===== src/rtl/game_sequencer.sv =====
// -----------------------------------------------------------------------------
// game_sequencer
//   Round controller for the rhythm game. It walks one round through
//   IDLE -> COUNTDOWN -> PLAYING (<-> PAUSED) -> FINISHED. It owns the play
//   timer, gates pattern writes, pulses the score clear and keeps the best
//   final score since reset.
//
// Ports
//   i_clock              system clock, all logic on the rising edge
//   i_reset              synchronous active-high reset, overrides everything
//   i_tick               one-cycle time-base strobe
//   i_start              one-cycle start pulse (debounced upstream)
//   i_pause              one-cycle pause toggle pulse
//   i_abort              one-cycle abort pulse, returns to IDLE
//   i_score    [10:0]    live score from the score block
//   o_state    [2:0]     IDLE=0 COUNTDOWN=1 PLAYING=2 PAUSED=3 FINISHED=4
//   o_game_timer [9:0]   elapsed play ticks
//   o_countdown_digit [3:0] seconds left in countdown, 0 elsewhere
//   o_game_run           high only while PLAYING
//   o_pattern_write_en   high in IDLE and FINISHED
//   o_score_clear        one-cycle pulse on entry to COUNTDOWN
//   o_high_score [10:0]  best final score since reset
//   o_new_record         high in FINISHED when this round beat the record
//
// Input priority within a cycle: reset > abort > start > pause > tick.
// -----------------------------------------------------------------------------
module game_sequencer #(
    parameter int TICKS_PER_SEC  = 100,
    parameter int COUNTDOWN_SECS = 3,
    parameter int GAME_LENGTH    = 1000
) (
    input  logic        i_clock,
    input  logic        i_reset,
    input  logic        i_tick,
    input  logic        i_start,
    input  logic        i_pause,
    input  logic        i_abort,
    input  logic [10:0] i_score,
    output logic [2:0]  o_state,
    output logic [9:0]  o_game_timer,
    output logic [3:0]  o_countdown_digit,
    output logic        o_game_run,
    output logic        o_pattern_write_en,
    output logic        o_score_clear,
    output logic [10:0] o_high_score,
    output logic        o_new_record
);

    // Sub-counter needs at least one bit even when TICKS_PER_SEC is 1.
    localparam int SUB_W = (TICKS_PER_SEC > 1) ? $clog2(TICKS_PER_SEC) : 1;

    localparam logic [SUB_W-1:0] SUB_LAST   = SUB_W'(TICKS_PER_SEC - 1);
    localparam logic [9:0]       TIMER_LAST = 10'(GAME_LENGTH - 1);
    localparam logic [9:0]       TIMER_END  = 10'(GAME_LENGTH);
    localparam logic [3:0]       DIGIT_INIT = 4'(COUNTDOWN_SECS);

    typedef enum logic [2:0] {
        S_IDLE      = 3'd0,
        S_COUNTDOWN = 3'd1,
        S_PLAYING   = 3'd2,
        S_PAUSED    = 3'd3,
        S_FINISHED  = 3'd4
    } state_t;

    // -------------------------------------------------------------------------
    // Registered state
    // -------------------------------------------------------------------------
    state_t             r_state;
    logic [9:0]         r_timer;
    logic [SUB_W-1:0]   r_sub;
    logic [3:0]         r_digit;
    logic               r_score_clear;
    logic [10:0]        r_high_score;
    logic               r_new_record;

    // -------------------------------------------------------------------------
    // Next-state values
    // -------------------------------------------------------------------------
    state_t             w_state_nx;
    logic [9:0]         w_timer_nx;
    logic [SUB_W-1:0]   w_sub_nx;
    logic [3:0]         w_digit_nx;
    logic               w_score_clear_nx;
    logic [10:0]        w_high_score_nx;
    logic               w_new_record_nx;

    // Shared transition actions, applied after the per-state decode.
    logic               w_go_idle;
    logic               w_go_countdown;
    logic               w_final_tick;

    always_comb begin
        w_go_idle      = 1'b0;
        w_go_countdown = 1'b0;
        w_final_tick   = 1'b0;

        w_state_nx       = r_state;
        w_timer_nx       = r_timer;
        w_sub_nx         = r_sub;
        w_digit_nx       = r_digit;
        w_score_clear_nx = 1'b0;
        w_high_score_nx  = r_high_score;
        w_new_record_nx  = r_new_record;

        case (r_state)
            S_IDLE: begin
                // abort outranks start, and abort in IDLE is a no-op, so a
                // simultaneous abort+start leaves the sequencer idle.
                if (!i_abort && i_start)
                    w_go_countdown = 1'b1;
            end

            S_COUNTDOWN: begin
                if (i_abort) begin
                    w_go_idle = 1'b1;
                end else if (i_tick) begin
                    if (r_sub == SUB_LAST) begin
                        w_sub_nx = '0;
                        if (r_digit == 4'd1) begin
                            w_digit_nx = 4'd0;
                            w_state_nx = S_PLAYING;
                        end else begin
                            w_digit_nx = r_digit - 4'd1;
                        end
                    end else begin
                        w_sub_nx = r_sub + SUB_W'(1);
                    end
                end
            end

            S_PLAYING: begin
                if (i_abort) begin
                    w_go_idle = 1'b1;
                end else if (i_pause) begin
                    // A tick coinciding with pause is dropped on purpose so
                    // the timer freezes at the value seen when pause hit.
                    w_state_nx = S_PAUSED;
                end else if (i_tick) begin
                    if (r_timer == TIMER_LAST) begin
                        w_timer_nx   = TIMER_END;
                        w_state_nx   = S_FINISHED;
                        w_final_tick = 1'b1;
                    end else begin
                        w_timer_nx = r_timer + 10'd1;
                    end
                end
            end

            S_PAUSED: begin
                if (i_abort)
                    w_go_idle = 1'b1;
                else if (i_pause)
                    w_state_nx = S_PLAYING;
            end

            S_FINISHED: begin
                if (i_abort)
                    w_go_idle = 1'b1;
                else if (i_start)
                    w_go_countdown = 1'b1;
            end

            default: begin
                w_go_idle = 1'b1;
            end
        endcase

        // Record check uses the live score of the final tick cycle; a tie
        // does not count as a new record.
        if (w_final_tick) begin
            if (i_score > r_high_score) begin
                w_high_score_nx = i_score;
                w_new_record_nx = 1'b1;
            end else begin
                w_new_record_nx = 1'b0;
            end
        end

        if (w_go_countdown) begin
            w_state_nx       = S_COUNTDOWN;
            w_timer_nx       = '0;
            w_sub_nx         = '0;
            w_digit_nx       = DIGIT_INIT;
            w_new_record_nx  = 1'b0;
            w_score_clear_nx = 1'b1;
        end

        // high_score deliberately survives abort; only reset clears it.
        if (w_go_idle) begin
            w_state_nx      = S_IDLE;
            w_timer_nx      = '0;
            w_sub_nx        = '0;
            w_digit_nx      = '0;
            w_new_record_nx = 1'b0;
        end
    end

    always_ff @(posedge i_clock) begin
        if (i_reset) begin
            r_state       <= S_IDLE;
            r_timer       <= '0;
            r_sub         <= '0;
            r_digit       <= '0;
            r_score_clear <= 1'b0;
            r_high_score  <= '0;
            r_new_record  <= 1'b0;
        end else begin
            r_state       <= w_state_nx;
            r_timer       <= w_timer_nx;
            r_sub         <= w_sub_nx;
            r_digit       <= w_digit_nx;
            r_score_clear <= w_score_clear_nx;
            r_high_score  <= w_high_score_nx;
            r_new_record  <= w_new_record_nx;
        end
    end

    // -------------------------------------------------------------------------
    // Outputs: registers or decodes of the registered state only
    // -------------------------------------------------------------------------
    assign o_state            = r_state;
    assign o_game_timer       = r_timer;
    assign o_countdown_digit  = r_digit;
    assign o_game_run         = (r_state == S_PLAYING);
    assign o_pattern_write_en = (r_state == S_IDLE) || (r_state == S_FINISHED);
    assign o_score_clear      = r_score_clear;
    assign o_high_score       = r_high_score;
    assign o_new_record       = r_new_record;

endmodule

===== config.mk =====
export PLATFORM = sky130hd
export DESIGN_NAME = game_sequencer
export DESIGN_NICKNAME = d
export VERILOG_FILES = /design/src/rtl/game_sequencer.sv
export SDC_FILE = /design/constraint.sdc
export NUM_CORES = 1
export LEC_CHECK = 0
export ABC_AREA = 1
export BUFFER_PORTS_ARGS = -buffer_cell sky130_fd_sc_hd__buf_2
export CAP_MARGIN = 10
export CORE_MARGIN = 3
export CORE_UTILIZATION = 41
export DETAILED_ROUTE_END_ITERATION = 16
export PLACE_DENSITY = 0.65
export SYNTH_ARGS = -nofsm -noshare
export SYNTH_HDL_FRONTEND = slang
export SYNTH_SLANG_ARGS = --single-unit

===== constraint.sdc =====
create_clock -name i_clock -period 4.78 [get_ports i_clock]
set_input_delay 0.956 -clock i_clock [delete_from_list [all_inputs] [get_ports i_clock]]
set_output_delay 0.956 -clock i_clock [all_outputs]
set_load 0.02 [all_outputs]

# ---- Yosys cells after proc, flatten, opt, wreduce, memory -nomap -nowiden
# Cells that the tools add are included.
dict set report op_classes {
  muxes 33
  addsub 3
  bitwise 2
  n_reduce_logical 19
  order_cmp 1
  eq_ne 26
}
# cell n
set ops {}
lappend ops {{$mux 3} 10}
lappend ops {{$ne 3x3->1 const B} 7}
lappend ops {{$reduce_and 10->1} 2}
lappend ops {{$ne 2x2->1 const B} 7}
lappend ops {{$mux 1} 12}
lappend ops {{$reduce_and 4->1} 3}
lappend ops {{$gt 11x11->1} 1}
lappend ops {{$add 10x1->10 const B} 1}
lappend ops {{$eq 10x10->1 const B} 1}
lappend ops {{$mux 10} 1}
lappend ops {{$mux 2} 5}
lappend ops {{$pmux 3 s3} 1}
lappend ops {{$add 7x1->7 const B} 1}
lappend ops {{$eq 7x7->1 const B} 1}
lappend ops {{$mux 7} 1}
lappend ops {{$eq 3x2->1 const B} 2}
lappend ops {{$ne 3x2->1 const B} 2}
lappend ops {{$reduce_bool 2->1} 3}
lappend ops {{$eq 4x1->1 const B} 1}
lappend ops {{$mux 4} 1}
lappend ops {{$ne 4x2->1 const B} 1}
lappend ops {{$ne 4x3->1 const B} 1}
lappend ops {{$pmux 1 s2} 2}
lappend ops {{$reduce_bool 4->1} 1}
lappend ops {{other kinds (15)} 16}
dict set report totals {
  output_inout_bits 32
  word_cells 93
  ff_bits 37
  inputBits 17
}

# ---- Depth between registers and ports, before layout
dict set report logic_depth {
  depth_word 7
  depth_mapped 13
  depth_no_buf 12
}

# ---- Worst setup path before layout
# OpenSTA, ideal clock, no wires.
dict set report synth_path {
  kind {input to register}
  start {input i_score[10]}
  end {register r_high_score[1] (netlist: o_high_score[1])}
  path_slack_ps 2657
  arrival_ps 2059
  stages 10
  t_required_ps 4716
  setup_time_ps 64
  path_buffers 1
  cell_sequence {ha_1 -> nand2_1 -> nor2_1 -> nand2_1 -> nor2_1 -> nor2_2 -> nand2_2 -> buf_2 -> nor2_1 -> nor2_1}
}
dict set report synth_via {
  elab_chain_cells 2
}
# element line
set synth_lines {}
lappend synth_lines {{start, declared} 38} ;# input logic [10:0] i_score,
lappend synth_lines {{$gt 11x11->1} 171} ;# if (i_score > r_high_score) begin
lappend synth_lines {{$reduce_and 2->1 (no line)} --}
lappend synth_lines {{end signal, assigned} 213} ;# r_high_score <= w_high_score_nx;
lappend synth_lines {{end, declared} 73} ;# logic [10:0] r_high_score;
# Every way passes these cells.
# A chain may end at the register's enable or synchronous reset.

# ---- Final worst setup path
dict set report layout_path {
  start {register r_state[2] (netlist: o_state[2])}
  end {output o_game_run}
}
dict set report layout_via {
  elab_chain_cells 1
}
# element line
set layout_lines {}
lappend layout_lines {{start, declared} 68} ;# state_t r_state;
lappend layout_lines {{start signal, assigned} 208} ;# r_state <= w_state_nx;
lappend layout_lines {{$eq 3x2->1} 224} ;# assign o_game_run = (r_state == S_PLAYING);
lappend layout_lines {{end, declared} 42} ;# output logic o_game_run,
# Every way passes these cells.

==> flow_summary.ini <==
[grt]
first_global_vias = 2001
grt_usage_pct = 17.1
antenna_found_initial = 0
grt_pass1_wl_um = 8770
gr-total-overflow = 0
grt_max_degree = 24

[floorplanning]
rows = 26
initial_core_util_pct = 43.3
ios = 49
dieArea_um2 = 6460
core_area_um2 = 5240
die_w_um = 80.4
die_h_um = 80.4

[sta]
maxSlewViolCount = 0
period_share_pct = 47.2
rsz0062_at_grt = false
maxSlewHeadroom_pct = 69.9
hold_violations = 0
setup_violations = 0
setup_tns_ps = 0
worst_slew_pin_slew_ps = 451
fin_skew_ps = 2.51
fmax_mhz = 443
finalCriticalPeriod_ps = 2260

[final_layout]
num_antenna_cells = 0
nFillCells = 558
syn_to_final_growth_pct = 17.5
fin_util_pct = 50.9
multiInputGateArea_um2 = 1320
layout_commonest_cell = nand2_1
final_cell_mix = nand2_1 (91), nor2_1 (56), buf_2 (48), inv_1 (45), dfxtp_1 (37)
fin_nets = 428
layout.cells.non_filler = 467
regArea_um2 = 741
drive_gt1_share_pct = 17.9

[power_and_ir_drop]
netSwitchingFraction_pct = 36.5
seq_power_share_pct = 40.3
p_leak_nw = 1.35
power.switching_mw = 0.304
peakVddDrop_v = 0.000227
p_comb_share_pct = 29.7
p_total_mw = 0.835
power.density_nw_per_um2 = 313
power.internal_mw = 0.531
p_clk_share_pct = 30.0

[min_path]
holdPathStages = 2
hold_path_class = register to register
min_from = o_new_record
min_to = o_new_record

[worst_setup_path]
critPathKind = register to output port
critPathCaptureType = output port
r2r_end = o_high_score[9]
cp_max_fo = 7
required_ps = 3820
ff2ff_path_depth = 10
r2r_start = o_game_timer[0]
start_kind = register
ff2ff_setup_slack_ps = 2760
cp.arrival_ps = 1300

[place]
dp_hpwl_um = 3950
port_buffers = 48
gp_congestion = 0.859
dp.cells = 459

[route]
vias = 2219
routed_wl_um = 5140
drt_iter0_markers = 103
via_per_inst = 4.75
first_pass_iters = 4
ant_nets = 0
detail_route.wl_per_cell_um = 11.0
drc_errors = 0

[yosys]
async_reset_ff_share_pct = 0
synthCells = 346
yosysSeqAreaShare_pct = 32.7
yosysTopAreaCell = dfxtp_1
synthTopCellsByArea = dfxtp_1 (33%), nand2_1 (15%), nor2_1 (9.3%), ha_1 (8.3%), inv_1 (7.5%)
synthDistinctLibCells = 29
ys_warn_count = 0
synth_area_per_cell_um2 = 6.55
dominantRegCellSynth = dfxtp_1
synth_top_area_share_pct = 32.7
yosys_register_bits = 37
syn_area_um2 = 2270
syn_nets = 378
synth_edf_count = 0

[cts]
cts_made_buffers = 5
path_clk_slew_ps = 80
clock_path_buffers = 2
cts_resized = 0
cts_hold_buffers = 0
root_buffer = clkbuf_8
htree_levels = 2
cts.sinks = 37
cts_setup_buffers = 0
cts_tree = done
clk_latency_ps = 300

[status]
outcome = finished, final reports clean

[flow_run]
maxCapViolCount = 0
how the worst max path moves through the flow:
stage                      from               to  slack, ps  cells after the start
floorplan           i_score[10]  o_high_score[1]       2660                     10
global placement    i_score[10]  o_high_score[6]       2290                     11
detailed placement  i_score[10]  o_high_score[0]       2250                     11
CTS                  o_state[2]       o_game_run       2530                      4
global route        i_score[10]  o_high_score[1]       2440                     11
finish               o_state[2]       o_game_run       2520                      4
registers in the layout, summed over array words and instances, names as in the netlist:
signal / cells
o_high_score: 11
o_game_timer: 10
r_sub: 7
o_countdown_digit: 4
o_state: 3
o_new_record: 1
o_score_clear: 1
per-stage QoR:
| step | instance area, um^2 | setup WS (ps) | hold slack [ps] |
|---|---|---|---|
| 6_report | 2670 | 2520 | 489 |
| 5_1_grt | 2670 | 2440 | 527 |
| 4_1_cts | 2670 | 2530 | 490 |
| 3_5_place_dp | 2560 | 2250 | 478 |
| 3_3_place_gp | 2560 | 2290 | 476 |
| 2_1_floorplan | 2270 | 2660 | 456 |
routing by layer:
metal	track usage [%]	up-vias	wire length [um]
li1	-	1189	-
met2	27.4	52	2270
met1	21.6	969	2470
met4	6.59	0	95
met3	4.60	9	299
met5	0	-	0
power by group through the flow:
stage	logic (mW)	clock network (mW)	registers [mW]
floorplan	0.173	0	0.355
global placement	0.248	0	0.344
detailed placement	0.249	0	0.344
CTS	0.250	0.257	0.337
global route	0.284	0.271	0.339
finish	0.248	0.250	0.337
logic make-up after synthesis:
| kind of cell | after synthesis | synth area share [%] |
|---|---|---|
| DFF | 37 | 32.7 |
| AOI/OAI and AO/OA | 34 | 7.95 |
| xor gates and xnor gates | 5 | 1.93 |
| and+or+nand+nor | 203 | 40.0 |
| buffers and inverters | 52 | 9.22 |
| adders and majority gates | 15 | 8.28 |
final cells by class:
cell class	instances	share of cell area, %
multi-input combinational	257	49.4
sequential	37	27.8
timing repair buffer	48	9.01
inverter	47	6.67
clock buffer	7	3.62
tap	70	3.29
clock inverter	1	0.188
cells in the mapped netlist (2+ instances only):
cell type / count
dfxtp_1: 37
nor3_1: 6
a21oi_1: 17
xnor2_1: 2
nand2_1: 91
o21ai_0: 12
inv_1: 45
nor2_1: 56
nor3b_1: 3
xor2_1: 3
nand3_1: 26
nand2_4: 2
nand2_2: 3
buf_2: 4
nor2_4: 3
nand4_1: 6
ha_1: 15
nor2_2: 4
critical path, cell delays in order (launching register included):
cell and delay (ps):
dfxtp_1 490, clkinv_2 190, nand2_2 120, nor2_4 40, buf_2 160
Note: power is estimated with default switching activity, not from simulation.
